$ cat src/rtl/cond_unit.sv
// Condition/flag stage: evaluates the condition field against the NZCV register,
// gates the decoder write requests, and keeps saturating cycle/fetch/squash counters.
module cond_unit #(
  parameter int CNT_W = 32
) (
  input  logic             clk,
  input  logic             reset,
  input  logic [3:0]       Cond,
  input  logic [3:0]       ALUFlags,
  input  logic [1:0]       FlagW,
  input  logic             PCS,
  input  logic             NextPC,
  input  logic             RegW,
  input  logic             MemW,
  input  logic             clr_cnt,
  output logic             PCWrite,
  output logic             RegWrite,
  output logic             MemWrite,
  output logic [3:0]       Flags,
  output logic             CondExR,
  output logic [CNT_W-1:0] cyc_cnt,
  output logic [CNT_W-1:0] fetch_cnt,
  output logic [CNT_W-1:0] squash_cnt
);

  localparam logic [CNT_W-1:0] CNT_MAX  = {CNT_W{1'b1}};
  localparam logic [CNT_W-1:0] CNT_ZERO = {CNT_W{1'b0}};
  localparam logic [CNT_W-1:0] CNT_ONE  = CNT_W'(1);

  logic [3:0]       flags_r;
  logic             cond_exr_r;
  logic             squashed_r;
  logic [CNT_W-1:0] cyc_cnt_r;
  logic [CNT_W-1:0] fetch_cnt_r;
  logic [CNT_W-1:0] squash_cnt_r;

  logic cond_ex_s;
  logic req_s;
  logic squash_ev_s;
  logic n_s, z_s, c_s, v_s;

  function automatic logic [CNT_W-1:0] sat_inc(input logic [CNT_W-1:0] val);
    return (val == CNT_MAX) ? val : val + CNT_ONE;
  endfunction

  // Condition evaluation against the current flag register
  always_comb begin
    {n_s, z_s, c_s, v_s} = flags_r;
    cond_ex_s = 1'b0;
    case (Cond)
      4'b0000: cond_ex_s = z_s;
      4'b0001: cond_ex_s = ~z_s;
      4'b0010: cond_ex_s = c_s;
      4'b0011: cond_ex_s = ~c_s;
      4'b0100: cond_ex_s = n_s;
      4'b0101: cond_ex_s = ~n_s;
      4'b0110: cond_ex_s = v_s;
      4'b0111: cond_ex_s = ~v_s;
      4'b1000: cond_ex_s = c_s & ~z_s;
      4'b1001: cond_ex_s = ~c_s | z_s;
      4'b1010: cond_ex_s = (n_s == v_s);
      4'b1011: cond_ex_s = (n_s != v_s);
      4'b1100: cond_ex_s = ~z_s & (n_s == v_s);
      4'b1101: cond_ex_s = z_s | (n_s != v_s);
      4'b1110: cond_ex_s = 1'b1;
      4'b1111: cond_ex_s = 1'b1;
      default: cond_ex_s = 1'b0;
    endcase
  end

  // A squash is counted only once per instruction; squashed_r remembers it until the next fetch
  assign req_s       = RegW | MemW | PCS | (FlagW != 2'b00);
  assign squash_ev_s = req_s & ~cond_exr_r & ~squashed_r;

  // Enables are forced low while reset is held, independent of the clock
  assign PCWrite    = reset & ((PCS & cond_exr_r) | NextPC);
  assign RegWrite   = reset & RegW & cond_exr_r;
  assign MemWrite   = reset & MemW & cond_exr_r;
  assign Flags      = flags_r;
  assign CondExR    = cond_exr_r;
  assign cyc_cnt    = cyc_cnt_r;
  assign fetch_cnt  = fetch_cnt_r;
  assign squash_cnt = squash_cnt_r;

  // Flag register, registered condition result and squash marker
  always_ff @(posedge clk) begin
    if (!reset) begin
      flags_r    <= 4'b0000;
      cond_exr_r <= 1'b0;
      squashed_r <= 1'b0;
    end else begin
      cond_exr_r <= cond_ex_s;
      if (FlagW[1] & cond_exr_r) flags_r[3:2] <= ALUFlags[3:2];
      if (FlagW[0] & cond_exr_r) flags_r[1:0] <= ALUFlags[1:0];
      if (NextPC) begin
        squashed_r <= 1'b0;
      end else if (squash_ev_s) begin
        squashed_r <= 1'b1;
      end
    end
  end

  // Saturating performance counters; clear overrides any increment
  always_ff @(posedge clk) begin
    if (!reset) begin
      cyc_cnt_r    <= CNT_ZERO;
      fetch_cnt_r  <= CNT_ZERO;
      squash_cnt_r <= CNT_ZERO;
    end else if (clr_cnt) begin
      cyc_cnt_r    <= CNT_ZERO;
      fetch_cnt_r  <= CNT_ZERO;
      squash_cnt_r <= CNT_ZERO;
    end else begin
      cyc_cnt_r <= sat_inc(cyc_cnt_r);
      if (NextPC)      fetch_cnt_r  <= sat_inc(fetch_cnt_r);
      if (squash_ev_s) squash_cnt_r <= sat_inc(squash_cnt_r);
    end
  end

endmodule

$ cat config.mk
export PLATFORM = sky130hd
export DESIGN_NAME = cond_unit
export DESIGN_NICKNAME = d
export VERILOG_FILES = /design/src/rtl/cond_unit.sv
export SDC_FILE = /design/constraint.sdc
export NUM_CORES = 1
export LEC_CHECK = 0
export BUFFER_PORTS_ARGS = -buffer_cell sky130_fd_sc_hd__buf_2
export CAP_MARGIN = 10
export CORE_MARGIN = 4
export CORE_UTILIZATION = 49
export CTS_CLUSTER_DIAMETER = 150
export DETAILED_ROUTE_END_ITERATION = 16
export PLACE_DENSITY = 0.78
export SKIP_CTS_REPAIR_TIMING = 1
export SYNTH_ARGS = -nofsm -noshare
export SYNTH_HDL_FRONTEND = slang
export SYNTH_SLANG_ARGS = --single-unit
$ cat constraint.sdc
create_clock -name clk -period 1.9 [get_ports clk]
set_input_delay 0 -clock clk [delete_from_list [all_inputs] [get_ports clk]]
set_output_delay 0 -clock clk [all_outputs]
set_load 0.02 [all_outputs]
==> metrics.cfg <==
[critical_path]
crit_path_start_kind = flop
cp_max_fo = 4
r2r_slack_ns = -0.07
crit_type = reg2reg
arrival_ns = 2.28
crit_required_ns = 2.21
end_kind = flop

[detailed_routing]
drtIter0Drc = 354
wl_per_cell_um = 15.53
drtAntennaViolNets = 0
drc_errors = 0
drt_wl_total_um = 15350
drtPass1Iterations = 8
vias_per_cell = 5.804
vias = 5734

[final_layout]
num_antenna_cells = 0
area_growth_pct = 40.32
nNetsFinal = 867
fill_cells = 823
design_area_um2 = 7337
finalNonFillerCells = 988
final_util = 0.7075
drive_above_1_share = 0.3791

[floorplan]
io_pins = 121
initial_utilization = 0.5042
rows = 37
die_w_um = 111.3
dieHeight_um = 111.3
dieArea_um2 = 12390
coreArea_um2 = 10370

[clocking]
numClockSinks = 102
cts.path.max_buffers = 2
cts_buffers = 9
h-tree-depth = 3
clk_pin_slew_ns = 0.10
insertion_delay_ns = 0.38
cts_tree = yes
cts_root_buf = clkbuf_8

[sta]
maxSlewHeadroom = 0.7162
tns_ns = -0.1579
finalHoldViolCount = 1
timing.final.crit_share = 1.039
drv_slew = 0
holdWs_ns = -0.01468
max_freq_mhz = 506.7
worst_pin_slew_ns = 0.4257
finalCriticalPeriod_ns = 1.974
skew_ns = 0.01166
layout_setup_ws_ns = -0.07373
setup-violations-final = 4
rsz0062_at_grt = yes

[yosys]
synth.most_common_cell = dfxtp_1
synth_cells = 627
synth_top_area_frac = 0.3905
syn_nets = 647
synth_enable_flop_cells = 0
synthesis.area_um2 = 5229
synthFlopType = dfxtp_1
async_flop_share = 0
synth_common_cells = dfxtp_1, a21oi_1, nand2_1
yosysTopAreaCell = dfxtp_1
synth_area_per_cell_um2 = 8.339
yosys_warnings = 0
ys_ff_latch = 102
synth-seq-area-share = 0.3905
synth_area_leaders = dfxtp_1, a21oi_1, or3_1
synth_cell_type_count = 65

[placement]
placed_cells = 944
dpl_cell_area_um2 = 6603
dp.final_hpwl_um = 10750
gp_congestion = 0.8872
portBuffers = 120

[global_routing]
grt_pass1_vias = 5182
antenna_found_initial = 0
grt_start_max_net_pins = 31
grt-ovfl-total = 0
grt_first_pass_wirelength_um = 24020
grt_usage = 0.2261

[pwr]
ir_drop_mv = 0.3705
power_mw = 4.035
p_leak_nw = 2.884
p_per_area_nw_per_um2 = 550.0

[worst_hold_path]
hold_path_class = in2reg

[status]
violations = negative hold slack, negative setup slack
status = finished with violations

[job]
drv_cap = 0

cells by family after synthesis:
family | after synthesis | synth area share
buf+inv | 40 | 0.03637
xor+xnor | 25 | 0.04188
mux | 7 | 0.01340
simple gates | 289 | 0.3175
fa+ha+maj | 3 | 0.007180
compound gates | 161 | 0.1931
flops | 102 | 0.3905
cells in the final DEF (no fill, tap or decap), types with 5 or more instances in the layout:
master	n
dfxtp_1	76
or4_1	25
a211oi_1	5
xor2_1	7
dlygate4sd3_1	12
o21ai_0	37
buf_2	120
or3_4	7
nand4_1	26
dfxtp_4	5
and4_4	5
buf_4	94
clkbuf_8	11
xnor2_1	18
nor2_1	36
and3_1	7
o31ai_1	24
mux2i_1	7
nand3_1	27
nand2_1	58
nor3_1	5
nor4_1	6
a21oi_1	57
inv_1	14
or3_1	32
dfxtp_2	21
nand2b_1	5
worst max-delay path, cell delays in order, from the launching register on:
cell and delay [ns]:
dfxtp_4 0.37, ha_4 0.16, and3_4 0.17, and2_4 0.13, a2111o_1 0.43, or4_4 0.51
a21oi_2 0.14
final cells by class:
type,instances,area (um2),share of cell area
repair buffers,235,1582,0.2156
multi-input cells,485,3221,0.4389
clock inverters,4,70.07,0.009550
clock buffers,12,155.1,0.02115
well taps,136,170.2,0.02319
flip-flops and latches,102,2087,0.2844
inverters,14,52.55,0.007162
stage by stage:
step	setup slack (ns)	hold slack, ns
2_1_floorplan	-0.09927	0.1534
3_5_place_dp	-0.04254	0.2724
5_1_grt	-0.1379	0.007765
6_report	-0.07373	-0.01468
3_3_place_gp	-0.003889	0.2668
4_1_cts	-0.06434	-0.1332
per-layer routing:
metal	global-route usage	part of all wire	vias up	wire length (um)
met5	0	0	-	0
met2	0.3904	0.51	182	7768
met1	0.2851	0.42	2730	6515
met4	0.07137	0.019	0	296
met3	0.04367	0.050	29	764
li1	-	-	2793	-
path summary, 6_finish.rpt:
check                                 to                        start  cells after the start
min                Flags[0]$_SDFFE_PN0P_                     FlagW[0]                      4
max reg2reg   fetch_cnt[29]$_SDFFE_PP0P_    fetch_cnt[0]$_SDFFE_PP0P_                      6
min reg2reg  squash_cnt[17]$_SDFFE_PP0P_  squash_cnt[17]$_SDFFE_PP0P_                      2
max           fetch_cnt[29]$_SDFFE_PP0P_    fetch_cnt[0]$_SDFFE_PP0P_                      6
sequential cells by signal, summed over array words and instances (netlist names):
register / count
cyc_cnt: 32
fetch_cnt: 32
squash_cnt: 32
Flags: 4
CondExR: 1
squashed_r: 1
where the power goes:
group          switching [mW]  total [mW]  internal, mW
clock network           0.740        1.55         0.811
logic                   0.168       0.320         0.153
registers              0.0186        2.16          2.15
(Power assumes the default switching activity.)
